`src/rtl/mem_access_pkg.sv`:
```
// mem_access_pkg: shared encodings and defaults for the load/store front-end.
//   SZ_WORD/SZ_HALF/SZ_BYTE : request size encodings (2'b11 reserved, treated as word)
//   state_t                 : 2-bit FSM state encoding
//   BASE_DEFAULT/DEPTH_DEFAULT : data memory window defaults
//   req_ctx_t               : request fields held across the multi-cycle access
package mem_access_pkg;

  localparam logic [1:0] SZ_WORD = 2'b00;
  localparam logic [1:0] SZ_HALF = 2'b01;
  localparam logic [1:0] SZ_BYTE = 2'b10;

  typedef enum logic [1:0] {
    ST_IDLE   = 2'd0,
    ST_ACCESS = 2'd1,
    ST_WRITE  = 2'd2,
    ST_DONE   = 2'd3
  } state_t;

  localparam logic [31:0]  BASE_DEFAULT  = 32'h1001_0000;
  localparam int unsigned  DEPTH_DEFAULT = 512;

  // Only the low address bits and low store bits are needed after capture.
  typedef struct packed {
    logic        we;
    logic [1:0]  size;
    logic        sext;
    logic [1:0]  lane;
    logic [15:0] wdata_lo;
  } req_ctx_t;

  // Reserved encoding behaves as a full word.
  function automatic logic size_is_word(input logic [1:0] size);
    return (size != SZ_HALF) && (size != SZ_BYTE);
  endfunction

  function automatic logic misaligned(input logic [1:0] size, input logic [1:0] lane);
    if (size == SZ_HALF) return lane[0];
    if (size == SZ_BYTE) return 1'b0;
    return lane != 2'b00;
  endfunction

endpackage

```
`src/rtl/mem_access_unit_if.sv`:
```
// mem_access_unit_if: CPU request/response and data memory signals of the
// load/store front-end.
//   CPU side   : req, we, size, sext, addr, wdata -> ready, rdata, addr_err
//   memory side: mem_ena, mem_wena, mem_addr, mem_wdata -> mem_rdata
//   modport master : CPU plus memory (drives requests, returns mem_rdata)
//   modport slave  : the front-end itself
interface mem_access_unit_if;
  logic        req;
  logic        we;
  logic [1:0]  size;
  logic        sext;
  logic [31:0] addr;
  logic [31:0] wdata;
  logic        ready;
  logic [31:0] rdata;
  logic        addr_err;
  logic        mem_ena;
  logic        mem_wena;
  logic [31:0] mem_addr;
  logic [31:0] mem_wdata;
  logic [31:0] mem_rdata;

  modport master (
    output req, we, size, sext, addr, wdata, mem_rdata,
    input  ready, rdata, addr_err, mem_ena, mem_wena, mem_addr, mem_wdata
  );

  modport slave (
    input  req, we, size, sext, addr, wdata, mem_rdata,
    output ready, rdata, addr_err, mem_ena, mem_wena, mem_addr, mem_wdata
  );
endinterface

```
`src/rtl/mem_lane_align.sv`:
```
// mem_lane_align: combinational lane handling for the load/store front-end.
//   i_size, i_sext, i_lane : captured request size, extension mode, addr[1:0]
//   i_rdata                : word read from memory
//   i_wdata                : low 16 bits of the store data
//   o_load_c               : extracted and sign/zero-extended load result
//   o_merge_c              : i_rdata with the addressed lane replaced by store data
module mem_lane_align
  import mem_access_pkg::*;
(
  input  logic [1:0]  i_size,
  input  logic        i_sext,
  input  logic [1:0]  i_lane,
  input  logic [31:0] i_rdata,
  input  logic [15:0] i_wdata,
  output logic [31:0] o_load_c,
  output logic [31:0] o_merge_c
);

  logic [4:0]  w_byte_sh;
  logic [4:0]  w_half_sh;
  logic [7:0]  w_byte;
  logic [15:0] w_half;
  logic [31:0] w_byte_mask;
  logic [31:0] w_half_mask;

  // Little-endian: byte lane n lives at bits [8n+7:8n], half lane at [16n+15:16n].
  always_comb begin
    w_byte_sh   = {i_lane, 3'b000};
    w_half_sh   = {i_lane[1], 4'b0000};
    w_byte      = 8'(i_rdata >> w_byte_sh);
    w_half      = 16'(i_rdata >> w_half_sh);
    w_byte_mask = 32'h0000_00FF << w_byte_sh;
    w_half_mask = 32'h0000_FFFF << w_half_sh;
    o_load_c    = i_rdata;
    o_merge_c   = i_rdata;
    case (i_size)
      SZ_BYTE: begin
        o_load_c  = {{24{i_sext & w_byte[7]}}, w_byte};
        o_merge_c = (i_rdata & ~w_byte_mask) |
                    ((32'(i_wdata[7:0]) << w_byte_sh) & w_byte_mask);
      end
      SZ_HALF: begin
        o_load_c  = {{16{i_sext & w_half[15]}}, w_half};
        o_merge_c = (i_rdata & ~w_half_mask) |
                    ((32'(i_wdata) << w_half_sh) & w_half_mask);
      end
      default: ;
    endcase
  end

endmodule

```
`src/rtl/mem_access_unit.sv`:
```
// mem_access_unit: load/store front-end in front of the word-wide data memory.
// Turns lw/lh/lhu/lb/lbu/sw/sh/sb requests into word-aligned accesses, with
// read-modify-write for sub-word stores and an alignment check.
//   clk, rst_n : clock, synchronous active-low reset
//   bus        : mem_access_unit_if.slave (CPU request/response + memory port)
// Build option: define MEM_RANGE_CHK_EN to also flag addresses outside
// [BASE, BASE+4*DEPTH) as errors without touching memory.
module mem_access_unit
  import mem_access_pkg::*;
#(
  parameter logic [31:0] BASE  = BASE_DEFAULT,
  parameter int unsigned DEPTH = DEPTH_DEFAULT
) (
  input  logic              clk,
  input  logic              rst_n,
  mem_access_unit_if.slave  bus
);

  state_t      r_state;
  req_ctx_t    r_ctx;
  logic        r_ready;
  logic        r_addr_err;
  logic        r_mem_ena;
  logic        r_mem_wena;
  logic [31:0] r_rdata;
  logic [31:0] r_mem_addr;
  logic [31:0] r_mem_wdata;

  logic        w_range_err;
  logic        w_req_err;
  logic [31:0] w_load;
  logic [31:0] w_merge;

`ifdef MEM_RANGE_CHK_EN
  localparam logic [32:0] LIMIT = 33'(BASE) + (33'(DEPTH) << 2);
  assign w_range_err = (bus.addr < BASE) || (33'(bus.addr) >= LIMIT);
`else
  // Window parameters only matter when the range check is built in.
  logic w_unused_cfg;
  assign w_unused_cfg = ^{BASE, DEPTH};
  assign w_range_err  = 1'b0;
`endif

  assign w_req_err = misaligned(bus.size, bus.addr[1:0]) | w_range_err;

  mem_lane_align u_align (
    .i_size    (r_ctx.size),
    .i_sext    (r_ctx.sext),
    .i_lane    (r_ctx.lane),
    .i_rdata   (bus.mem_rdata),
    .i_wdata   (r_ctx.wdata_lo),
    .o_load_c  (w_load),
    .o_merge_c (w_merge)
  );

  // Request FSM with all outputs registered.
  always_ff @(posedge clk) begin
    if (!rst_n) begin
      r_state     <= ST_IDLE;
      r_ctx       <= '0;
      r_ready     <= 1'b0;
      r_addr_err  <= 1'b0;
      r_mem_ena   <= 1'b0;
      r_mem_wena  <= 1'b0;
      r_rdata     <= '0;
      r_mem_addr  <= '0;
      r_mem_wdata <= '0;
    end else begin
      r_ready <= 1'b0;
      case (r_state)
        // DONE accepts a held request directly so back-to-back ops lose no cycle.
        ST_IDLE, ST_DONE: begin
          r_mem_ena  <= 1'b0;
          r_mem_wena <= 1'b0;
          r_addr_err <= 1'b0;
          if (bus.req) begin
            r_ctx       <= '{we: bus.we, size: bus.size, sext: bus.sext,
                             lane: bus.addr[1:0], wdata_lo: bus.wdata[15:0]};
            r_mem_addr  <= {bus.addr[31:2], 2'b00};
            r_mem_wdata <= bus.wdata;
            if (w_req_err) begin
              r_addr_err <= 1'b1;
              r_rdata    <= '0;
              r_ready    <= 1'b1;
              r_state    <= ST_DONE;
            end else begin
              r_mem_ena  <= 1'b1;
              r_mem_wena <= bus.we & size_is_word(bus.size);
              r_state    <= ST_ACCESS;
            end
          end else begin
            r_state <= ST_IDLE;
          end
        end
        ST_ACCESS: begin
          if (r_ctx.we && !size_is_word(r_ctx.size)) begin
            // Sub-word store: fold the new lane into the word just read.
            r_mem_wdata <= w_merge;
            r_mem_ena   <= 1'b1;
            r_mem_wena  <= 1'b1;
            r_state     <= ST_WRITE;
          end else begin
            r_rdata    <= r_ctx.we ? 32'h0 : w_load;
            r_mem_ena  <= 1'b0;
            r_mem_wena <= 1'b0;
            r_ready    <= 1'b1;
            r_state    <= ST_DONE;
          end
        end
        ST_WRITE: begin
          r_rdata    <= '0;
          r_mem_ena  <= 1'b0;
          r_mem_wena <= 1'b0;
          r_ready    <= 1'b1;
          r_state    <= ST_DONE;
        end
        default: r_state <= ST_IDLE;
      endcase
    end
  end

  assign bus.ready     = r_ready;
  assign bus.rdata     = r_rdata;
  assign bus.addr_err  = r_addr_err;
  assign bus.mem_ena   = r_mem_ena;
  assign bus.mem_wena  = r_mem_wena;
  assign bus.mem_addr  = r_mem_addr;
  assign bus.mem_wdata = r_mem_wdata;

endmodule

```
`src/flat_wrapper.sv`:
```
// flat-port wrapper written by rule: the top's interface ports become plain ports
module mem_access_unit_flat import mem_access_pkg::*;
#(
  parameter logic [31:0] BASE  = BASE_DEFAULT,
  parameter int unsigned DEPTH = DEPTH_DEFAULT
)
  (clk, rst_n, bus_req, bus_we, bus_size, bus_sext, bus_addr, bus_wdata, bus_mem_rdata, bus_ready, bus_rdata, bus_addr_err, bus_mem_ena, bus_mem_wena, bus_mem_addr, bus_mem_wdata);
  mem_access_unit_if bus_i ();
  input  logic clk;
  input  logic rst_n;
  input wire logic [$bits(bus_i.req)-1:0] bus_req;
  input wire logic [$bits(bus_i.we)-1:0] bus_we;
  input wire logic [$bits(bus_i.size)-1:0] bus_size;
  input wire logic [$bits(bus_i.sext)-1:0] bus_sext;
  input wire logic [$bits(bus_i.addr)-1:0] bus_addr;
  input wire logic [$bits(bus_i.wdata)-1:0] bus_wdata;
  input wire logic [$bits(bus_i.mem_rdata)-1:0] bus_mem_rdata;
  output wire logic [$bits(bus_i.ready)-1:0] bus_ready;
  output wire logic [$bits(bus_i.rdata)-1:0] bus_rdata;
  output wire logic [$bits(bus_i.addr_err)-1:0] bus_addr_err;
  output wire logic [$bits(bus_i.mem_ena)-1:0] bus_mem_ena;
  output wire logic [$bits(bus_i.mem_wena)-1:0] bus_mem_wena;
  output wire logic [$bits(bus_i.mem_addr)-1:0] bus_mem_addr;
  output wire logic [$bits(bus_i.mem_wdata)-1:0] bus_mem_wdata;
  assign bus_i.req = bus_req;
  assign bus_i.we = bus_we;
  assign bus_i.size = bus_size;
  assign bus_i.sext = bus_sext;
  assign bus_i.addr = bus_addr;
  assign bus_i.wdata = bus_wdata;
  assign bus_i.mem_rdata = bus_mem_rdata;
  assign bus_ready = bus_i.ready;
  assign bus_rdata = bus_i.rdata;
  assign bus_addr_err = bus_i.addr_err;
  assign bus_mem_ena = bus_i.mem_ena;
  assign bus_mem_wena = bus_i.mem_wena;
  assign bus_mem_addr = bus_i.mem_addr;
  assign bus_mem_wdata = bus_i.mem_wdata;
  mem_access_unit #(.BASE(BASE), .DEPTH(DEPTH)) u_core (.clk(clk), .rst_n(rst_n), .bus(bus_i));
endmodule
```
`config.mk`:
```
export PLATFORM = sky130hd
export DESIGN_NAME = mem_access_unit_flat
export DESIGN_NICKNAME = d
export VERILOG_FILES = /design/src/rtl/mem_access_pkg.sv /design/src/rtl/mem_access_unit_if.sv /design/src/rtl/mem_lane_align.sv /design/src/rtl/mem_access_unit.sv /design/src/flat_wrapper.sv
export SDC_FILE = /design/constraint.sdc
export NUM_CORES = 1
export LEC_CHECK = 0
export BUFFER_PORTS_ARGS = -buffer_cell sky130_fd_sc_hd__buf_2
export CORE_ASPECT_RATIO = 0.5
export CORE_UTILIZATION = 25
export CTS_CLUSTER_SIZE = 28
export DETAILED_ROUTE_END_ITERATION = 12
export PLACE_DENSITY = 0.46
export SLEW_MARGIN = 20
export SYNTH_ARGS = -nofsm -noshare
export SYNTH_HDL_FRONTEND = slang
export SYNTH_SLANG_ARGS = --single-unit
```
`constraint.sdc`:
```
create_clock -name clk -period 2 [get_ports clk]
set_input_delay 0.2 -clock clk [delete_from_list [all_inputs] [get_ports clk]]
set_output_delay 0.2 -clock clk [all_outputs]
set_load 0.01 [all_outputs]
```
==> impl_metrics.json, run 1 <==
{
  "worstHoldStart": "bus_addr[29]",
  "cts-root-buf": "clkbuf_16",
  "clock_latency_ns": 0.43,
  "final_util_pct": 37.9,
  "cp-start-kind": "flop",
  "nNetsFinal": 1016,
  "cp.depth": 9,
  "grt_pass1_wl_um": 33300,
  "critical_path_class": "flop to flop",
  "period_share_pct": 95.1,
  "drtIter0Drc": 570,
  "cts_buffer_depth": 2,
  "track_usage_pct": 19.1,
  "slew_violations": 0,
  "boundaryPins": 203,
  "vias": 6027,
  "worst-endpoint-required_ns": 2.38,
  "crit_chain": "inv_1 > ha_4 > buf_4 > buf_8 > o21ai_1 > a2111oi_4 > buf_6 > clkbuf_16 > a22o_1",
  "vdd_ir_drop_max_mv": 0.617,
  "rr_worst_depth": 9,
  "area_growth_pct": 46.4,
  "cap_violations": 0,
  "dp_hpwl_um": 16700,
  "ys.flop_type": "dfxtp_1",
  "slowest_stage": "a2111oi_4",
  "synth.avg_cell_area_um2": 8.47,
  "fin_skew_ns": 0.00831,
  "status": "completed",
  "final_hold_viol_count": 0,
  "synth_async_sr_flop_share_pct": 0,
  "std_cell_rows": 38,
  "die_h_um": 109,
  "endpoint": "u_core.bus.rdata[16]",
  "ys_seq_area_share_pct": 42.9,
  "endpoint_kind": "flop",
  "final_cells": 1221,
  "powerDensity_nw_per_um2": 1090,
  "p_leak_nw": 3.59,
  "coreArea_um2": 22000,
  "wirelength_um": 22600,
  "syn_inst": 673,
  "most-common-layout-cells": "buf_2, dfxtp_1, nand2_1",
  "grt_max_degree": 35,
  "postRouteAntennaNets": 0,
  "place_congestion": 0.843,
  "final-setup-viol-count": 0,
  "setup_tns_ns": 0,
  "ys_seq_elements": 122,
  "crit_family": "buffers and inverters",
  "ctsHtreeMaxLevel": 4,
  "crit_start": "u_core.r_ctx[19]",
  "overflow": 0,
  "arrival_ns": 2.28,
  "whs_ns": 0.0252,
  "yosysWarningCount": 0,
  "drive_above_1_share_pct": 33.7,
  "clkSinkCount": 122,
  "viasPerCell": 4.94,
  "cts_tree": "done",
  "synth.distinct_cells": 54,
  "io_buffers": 200,
  "dieArea_um2": 23400,
  "initial_utilization_pct": 25.9,
  "antenna_found_initial": 2,
  "fin_total_pwr_mw": 9.10,
  "synth_enable_flop_cells": 0,
  "rr_startpoint": "u_core.r_ctx[19]",
  "placed_cells": 1154,
  "hp-class": "primary input to flop",
  "die_x_um": 216,
  "drc_errors": 0,
  "r2r_slack_ns": 0.1,
  "crit_path_max_incr_delay_ns": 0.34,
  "drtPass1Iterations": 5,
  "period_needed_ns": 1.90,
  "routedWlPerCell_um": 18.5,
  "synth_area_um2": 5700,
  "worstReg2RegEnd": "u_core.bus.rdata[16]",
  "cts_buffers": 17,
  "cp_max_fo": 15,
  "layout_commonest_cell": "buf_2",
  "path_buf_inv": 5,
  "clk_pin_slew_ns": 0.06,
  "max_freq_mhz": 526,
  "grt_pass1_vias": 5442
}
==> sequential cells by signal, indices dropped and copies added, names as in the netlist, 2 cells and up <==
register and count:
u_core.r_state 2, u_core.bus.mem_wdata 32, u_core.r_ctx 22, u_core.bus.rdata 32, u_core.bus.mem_addr 30
==> what timing repair did <==
action / CTS / global route
hold buffers: 30 / 0
hold endpoints to repair: 30 / 0
resized for setup: 2 / 15
setup buffers: 0 / 2
pin swaps: 0 / 1
endpoints found under the setup margin: 11 / 49
gates cloned: 0 / 2
==> Yosys cell counts, drive strengths merged (19+ instances only) <==
library cell  instances  area, um^2
a22o                 32         280
clkbuf               38         143
o211ai               24         180
nand2b               23         151
nand2               119         447
inv                  19        71.3
nand3                21         105
dfxtp               122        2440
o21ai                36         180
a21oi                66         338
buf                  24         128
==> worst min-delay path by stage <==
| stage | end | slack [ns] | cells after the start |
|---|---|---|---|
| 2_1_floorplan | u_core.r_ctx[15] | 0.34 | 2 |
| 3_3_place_gp | u_core.bus.mem_addr[22] | 0.44 | 2 |
| 3_5_place_dp | u_core.bus.mem_addr[21] | 0.45 | 2 |
| 4_1_cts | u_core.r_ctx[11] | 0.002 | 3 |
| 5_1_grt | u_core.r_ctx[9] | 0.01 | 3 |
| 6_report | u_core.bus.mem_addr[29] | 0.03 | 3 |
==> stage by stage <==
step | area [um^2] | setup slack [ns]
2_1_floorplan | 5700 | 0.0729
3_3_place_gp | 7260 | 0.0297
3_5_place_dp | 7260 | -0.0182
4_1_cts | 8230 | 0.0275
5_1_grt | 8340 | -0.00788
6_report | 8340 | 0.0972
==> cells by family (layout without fill, tap and decap cells) <==
family	Yosys count	in the layout	synth area share (%)
AOI/OAI and AO/OA	244	244	30.9
muxes	9	9	1.76
DFF	122	122	42.9
and+or+nand+nor	209	209	17.0
buffers and inverters	82	328	6.06
adders and majority gates	6	6	1.32
other	1	3	0.0658
==> metal layers <==
layer | track usage (%) | wire [um] | up-vias
met5 | 0 | 17 | -
met4 | 6.89 | 425 | 2
met3 | 5.47 | 1370 | 26
met2 | 28.1 | 9880 | 193
met1 | 26.5 | 10900 | 2888
li1 | - | - | 2918
==> worst reg2reg max path: cells and delay by family, from the launching register on <==
family | cells | cell delay, ns
flip-flops | 1 | 0.33
adder cells (fa/ha/maj) | 1 | 0.28
buffers and inverters | 5 | 0.66
AO/OA/AOI/OAI | 3 | 0.56
==> final cells by class <==
type                            instances  area, um^2
Fill cell                            2278       13700
Clock inverter                         14         219
Inverter                               20        75.1
Antenna cell                            1        2.50
Multi-Input combinational cell        470        2990
Tap cell                              300         375
Sequential cell                       122        2440
Timing Repair Buffer                  276        1800
Clock buffer                           18         439
==> power breakdown <==
| group | switching, mW | total (mW) | internal, mW |
|---|---|---|---|
| logic | 1.50 | 2.61 | 1.11 |
| registers | 0.260 | 3.03 | 2.77 |
| clock network | 1.21 | 3.46 | 2.25 |
| total | 2.98 | 9.10 | 6.12 |
(Power assumes the default switching activity.)
==> run 2, diff against run 1 <==
--- a/config.mk
+++ b/config.mk
@@ -7,10 +7,11 @@
 export LEC_CHECK = 0
 export BUFFER_PORTS_ARGS = -buffer_cell sky130_fd_sc_hd__buf_2
 export CORE_ASPECT_RATIO = 0.5
-export CORE_UTILIZATION = 25
+export CORE_UTILIZATION = 38
 export CTS_CLUSTER_SIZE = 28
 export DETAILED_ROUTE_END_ITERATION = 12
-export PLACE_DENSITY = 0.46
+export PLACE_DENSITY = 0.65
+export SETUP_SLACK_MARGIN = 0.02
 export SLEW_MARGIN = 20
 export SYNTH_ARGS = -nofsm -noshare
 export SYNTH_HDL_FRONTEND = slang
==> run 2 against run 1 <==
Clock skew increased by 0.0014 ns. Sequential share of layout area increased by 1.9 points. Global-route usage increased by 5.5 points. Clock power decreased by 14%. Sequential cell count unchanged. Die area decreased by 34%. Total power decreased by 6.5%. Via count decreased by 1.2%. Clock-buffer cell count decreased by 1. First-iteration DRC count decreased by 17%. Setup slack improved by 0.0079 ns. Largest cell class unchanged.
==> impl_metrics.json, run 2 (synthesis gave the netlist of run 1 again) <==
{
  "met2_usage_pct": 38.7,
  "path_buf_inv": 4,
  "cts-root-buf": "clkbuf_16",
  "wirelength_um": 19800,
  "slowest_stage": "dfxtp_1",
  "setup_tns_ns": 0,
  "postPlaceCellArea_um2": 7040,
  "busiest_layer": "met2",
  "die_x_um": 175,
  "p_leak_nw": 3.41,
  "diodes": 0,
  "grt_pass1_vias": 5442,
  "vias": 5957,
  "fin_area_um2": 7840,
  "drtIter0Drc": 473,
  "preCtsSetupSlack_ns": -0.105,
  "cts_tree": "done",
  "drive_above_1_share_pct": 36.3,
  "cp_max_fo": 16,
  "postRouteAntennaNets": 0,
  "crit_top_cell": "buf_6",
  "arrival_ns": 2.20,
  "dp_hpwl_um": 13900,
  "drc_errors": 0,
  "antenna_found_initial": 1,
  "worst-endpoint-required_ns": 2.31,
  "status": "completed",
  "worst_pin_slew_ns": 0.560,
  "crit_family": "buffers and inverters",
  "clock_latency_ns": 0.42,
  "endpoint_kind": "flop",
  "viasPerCell": 5.52,
  "layout_commonest_cell": "buf_2",
  "initial_utilization_pct": 39.2,
  "die_h_um": 88.6,
  "grt_max_degree": 53,
  "overflow": 0,
  "slew_violations": 0,
  "ctsHtreeMaxLevel": 4,
  "fin_skew_ns": 0.00968,
  "cts_buffer_depth": 2,
  "std_cell_rows": 31,
  "io_buffers": 200,
  "most-common-layout-cells": "buf_2, dfxtp_1, nand2_1",
  "holdBufCountCts": 0,
  "final_hold_viol_count": 0,
  "slew-limit-headroom_pct": 62.7,
  "cp-start-kind": "flop",
  "final_util_pct": 53.9,
  "clkSinkCount": 122,
  "use_met1_pct": 32.7,
  "powerDensity_nw_per_um2": 1090,
  "area_growth_pct": 37.6,
  "vdd_ir_drop_max_mv": 0.580,
  "period_needed_ns": 1.89,
  "dieArea_um2": 15500,
  "nNetsFinal": 977,
  "cap_violations": 0,
  "place_congestion": 0.978,
  "routedWlPerCell_um": 18.3,
  "max_freq_mhz": 528,
  "clk_pin_slew_ns": 0.06,
  "final-setup-viol-count": 0,
  "rsz0062_at_grt": "true",
  "drtPass1Iterations": 5,
  "track_usage_pct": 24.6,
  "crit_path_max_incr_delay_ns": 0.33,
  "gr-usage-met3_pct": 6.70,
  "cts_buffers": 17,
  "fin_ws_ns": 0.105,
  "coreArea_um2": 14500,
  "critical_path_class": "flop to flop",
  "boundaryPins": 203,
  "hp-class": "primary input to flop",
  "crit_chain": "inv_1 > ha_4 > buf_6 > nand2b_1 > a22oi_2 > buf_6 > buf_12 > nand2_1 > o31a_1",
  "grt_pass1_wl_um": 29300,
  "period_share_pct": 94.7
}
run 2: path summary, 6_finish.rpt:
kind,from,to,slack [ns],cells past startpoint
worst max register to register,u_core.r_ctx[19],u_core.bus.mem_wdata[28],0.11,9
worst max-delay path,u_core.r_ctx[19],u_core.bus.mem_wdata[28],0.11,9
worst min-delay path,bus_addr[23],u_core.bus.mem_addr[23],0.01,3
worst min register to register,u_core.bus.mem_addr[3],u_core.bus.mem_addr[3],0.45,2
run 2: metrics by stage:
step / cells / power, mW / hold slack [ns]
final: 1079 / 8.51 / 0.0110
after global routing: 1079 / 8.92 / 0.000751
after CTS: 1077 / 8.36 / 0.00341
after detailed placement: 1045 / 5.35 / 0.443
after global placement: 1045 / 5.32 / 0.439
after floorplan: 674 / 4.40 / 0.336
run 2: cell type report:
| type | count | area [um^2] |
|---|---|---|
| Inverter | 20 | 75.1 |
| Clock inverter | 15 | 143 |
| Clock buffer | 17 | 425 |
| Sequential cell | 122 | 2440 |
| Fill cell | 1394 | 6710 |
| Tap cell | 198 | 248 |
| Timing Repair Buffer | 237 | 1390 |
| Multi-Input combinational cell | 470 | 3110 |
run 2: tightest hold or removal path: stages:
cell and delay, ns:
buf_2 0.09, nand2_1 0.04, a21oi_1 0.05
run 2: metal layers:
layer	routed length [um]	vias up
li1	-	2839
met1	8890	2806
met2	8810	272
met3	1660	40
met4	443	0
met5	0	-
run 2: repair_timing:
item | in CTS | in global routing
pin swaps | 0 | 2
setup endpoints to repair | 23 | 52
gates resized for setup | 14 | 23
cloned | 0 | 1
setup buffers | 0 | 1
run 2: power by group:
| part | leakage, nW | switching [mW] | internal, mW |
|---|---|---|---|
| sequential | 0.997 | 0.241 | 2.77 |
| clock | 0.275 | 1.24 | 1.73 |
| combinational | 2.14 | 1.51 | 1.03 |
| total | 3.41 | 2.98 | 5.53 |
==> run 3, diff against run 2 <==
--- a/config.mk
+++ b/config.mk
@@ -10,9 +10,10 @@
 export CORE_UTILIZATION = 38
 export CTS_CLUSTER_SIZE = 28
 export DETAILED_ROUTE_END_ITERATION = 12
-export PLACE_DENSITY = 0.65
+export PLACE_DENSITY = 0.63
 export SETUP_SLACK_MARGIN = 0.02
 export SLEW_MARGIN = 20
 export SYNTH_ARGS = -nofsm -noshare
 export SYNTH_HDL_FRONTEND = slang
+export SYNTH_HIERARCHICAL = 1
 export SYNTH_SLANG_ARGS = --single-unit
==> run 3 against run 2 <==
The flow now finishes with violations (negative setup slack). Combinational power grew 130%. Critical path depth up 1. Global-route usage increased by 0.22 points. Total power is 44% higher. Via count is 22% higher. Synthesized cell count grew 26%. Sequential power grew 15%. Maximum frequency down 13%. Critical endpoint is now u_core/bus.mem_wdata[5]. Largest cell class unchanged.
==> impl_metrics.json, run 3 <==
{
  "status": "finished with violations",
  "violations": "negative setup slack",
  "fillers": 1724,
  "synth_enable_flop_cells": 0,
  "grt_max_degree": 52,
  "cts_buffers": 17,
  "fin_ws_ns": -0.172,
  "whs_ns": 0.0199,
  "dieArea_um2": 19500,
  "drtPass1Iterations": 6,
  "seq_area_um2": 2450,
  "ys.flop_type": "dfxtp_1",
  "initial_utilization_pct": 38.9,
  "powerDensity_nw_per_um2": 1270,
  "setup_tns_ns": -2.03,
  "p_switching_mw": 4.87,
  "intPower_mw": 7.41,
  "synth_async_sr_flop_share_pct": 0,
  "most-common-layout-cells": "nand2_1, buf_2, dfxtp_1",
  "clock_latency_ns": 0.42,
  "postPlaceCellArea_um2": 8770,
  "hp-class": "primary input to flop",
  "wirelength_um": 24400,
  "clkSinkCount": 122,
  "die_x_um": 196,
  "p_leak_nw": 4.54,
  "cts-root-buf": "clkbuf_16",
  "crit_chain": "inv_2 > ha_4 > buf_8 > nor2b_4 > mux2_4 > a222oi_1 > inv_1 > mux2i_1 > nand3_1 > o211a_1",
  "fin_skew_ns": 0.00875,
  "synth.top_cell.area_share_pct": 34.0,
  "synthTopCellsByCount": "nand2_1, dfxtp_1, a21boi_0",
  "crit_path_max_incr_delay_ns": 0.35,
  "synth.avg_cell_area_um2": 8.48,
  "holdBufCountCts": 0,
  "std_cell_rows": 35,
  "placed_cells": 1303,
  "p_sw_share_pct": 39.7,
  "slowest_stage": "a222oi_1",
  "p_seq_share_pct": 28.1,
  "final_hold_viol_count": 0,
  "io_buffers": 200,
  "drc_errors": 0,
  "syn_inst": 847,
  "synth.most_common_cell": "nand2_1",
  "ys_seq_area_share_pct": 34.0,
  "viasPerCell": 5.40,
  "arrival_ns": 2.49,
  "routedWlPerCell_um": 18.1,
  "place_congestion": 0.944,
  "grt_pass1_vias": 6794,
  "max_freq_mhz": 460,
  "fin_area_um2": 9670,
  "final-setup-viol-count": 25,
  "clk_pin_slew_ns": 0.06,
  "overflow": 0,
  "rsz0062_at_grt": "true",
  "boundaryPins": 203,
  "cp_max_fo": 6,
  "synth_area_um2": 7180,
  "r2r_slack_ns": -0.17,
  "synth_area_leaders": "dfxtp_1, nand2_1, mux2i_1",
  "drtIter0Drc": 576,
  "synth.distinct_cells": 57,
  "cts_buffer_depth": 2,
  "cp-start-kind": "flop",
  "drive_above_1_share_pct": 37.9,
  "slew_violations": 0,
  "path_buf_inv": 3,
  "vdd_ir_drop_max_mv": 0.709,
  "die_h_um": 99.2,
  "critical_path_class": "flop to flop",
  "coreArea_um2": 18400,
  "worst-endpoint-required_ns": 2.31,
  "multiInputGateArea_um2": 4400,
  "pwr-share-clk_pct": 24.4,
  "dp_hpwl_um": 17900,
  "yosysWarningCount": 6,
  "area_growth_pct": 34.7,
  "slew-limit-headroom_pct": 61.1,
  "period_needed_ns": 2.17,
  "antenna_found_initial": 4,
  "synth_largest_area_cell": "dfxtp_1",
  "cts_tree": "done",
  "combPwrFrac_pct": 47.6,
  "ys_seq_elements": 122,
  "layout_commonest_cell": "nand2_1",
  "endpoint_kind": "flop",
  "crit_family": "compound AO/OA/AOI/OAI gates",
  "vias": 7269,
  "worst_pin_slew_ns": 0.582,
  "postRouteAntennaNets": 0,
  "final_cells": 1346,
  "track_usage_pct": 24.8,
  "cap_violations": 0,
  "grt_pass1_wl_um": 37800,
  "nNetsFinal": 1183,
  "ctsHtreeMaxLevel": 4,
  "period_share_pct": 109
}
[run 3: area by class of cell]
cell class,count,share of cell area [%]
clock buffers,19,4.68
multi-input cells,621,45.5
inverters,27,1.05
diodes,1,0.0259
well taps,259,3.35
flip-flops and latches,122,25.3
clock inverters,12,1.22
repair buffers,285,18.8
[run 3: metrics by stage]
| stage | setup slack [ns] | power [mW] | utilization, % |
|---|---|---|---|
| 5_1_grt | -0.229 | 13.0 | 52.4 |
| 3_3_place_gp | -0.194 | 8.88 | 47.6 |
| 2_1_floorplan | 0.0493 | 6.99 | - |
| 3_5_place_dp | -0.183 | 8.96 | 47.6 |
| 4_1_cts | -0.119 | 12.2 | 51.6 |
| 6_report | -0.172 | 12.3 | 52.4 |
[run 3: final timing paths]
kind / cells past startpoint / end / from
max: 10 / u_core/bus.mem_wdata[5] / u_core/r_ctx[19]
min: 3 / u_core/bus.mem_addr[27] / bus_addr[27]
max reg2reg: 10 / u_core/bus.mem_wdata[5] / u_core/r_ctx[19]
min reg2reg: 2 / u_core/bus.mem_addr[2] / u_core/bus.mem_addr[2]
[run 3: power groups by stage]
| stage | Sequential (mW) | Clock [mW] | Combinational, mW |
|---|---|---|---|
| after floorplan | 3.67 | 0 | 3.31 |
| after global placement | 3.46 | 0 | 5.42 |
| after detailed placement | 3.48 | 0 | 5.47 |
| after CTS | 3.44 | 3.06 | 5.66 |
| after global routing | 3.53 | 3.17 | 6.28 |
| final | 3.45 | 2.99 | 5.84 |
[run 3: worst register-to-register path, cell delays in order (launching register included)]
cell      delay [ns]
dfxtp_2         0.34
inv_2           0.05
ha_4            0.30
buf_8           0.15
nor2b_4         0.05
mux2_4          0.26
a222oi_1        0.35
inv_1           0.07
mux2i_1         0.22
nand3_1         0.15
o211a_1         0.15
[run 3: kinds of logic (layout without fill, tap and decap cells)]
| kind of cell | after synthesis | count (layout) | share of synthesized area, % |
|---|---|---|---|
| flops | 122 | 122 | 34.0 |
| other cells | 1 | 3 | 0.0522 |
| simple gates | 321 | 321 | 20.1 |
| buf+inv | 105 | 343 | 7.44 |
| xor+xnor | 1 | 1 | 0.122 |
| mux | 74 | 74 | 11.2 |
| fa+ha+maj | 6 | 6 | 1.05 |
| compound gates | 217 | 217 | 26.1 |
[run 3: what timing repair did]
item | CTS | global route
gates resized for setup | 31 | 34
pin swaps | 26 | 18
setup endpoints to repair | 39 | 54
cloned | 0 | 0
setup buffers | 8 | 3
[run 3: layer usage]
metal	track usage (%)	vias to the layer above	routed length (um)
met5	0	-	44
met1	34.1	3482	10900
met4	8.77	6	479
met2	37.6	302	10800
li1	-	3437	-
met3	6.31	42	2160
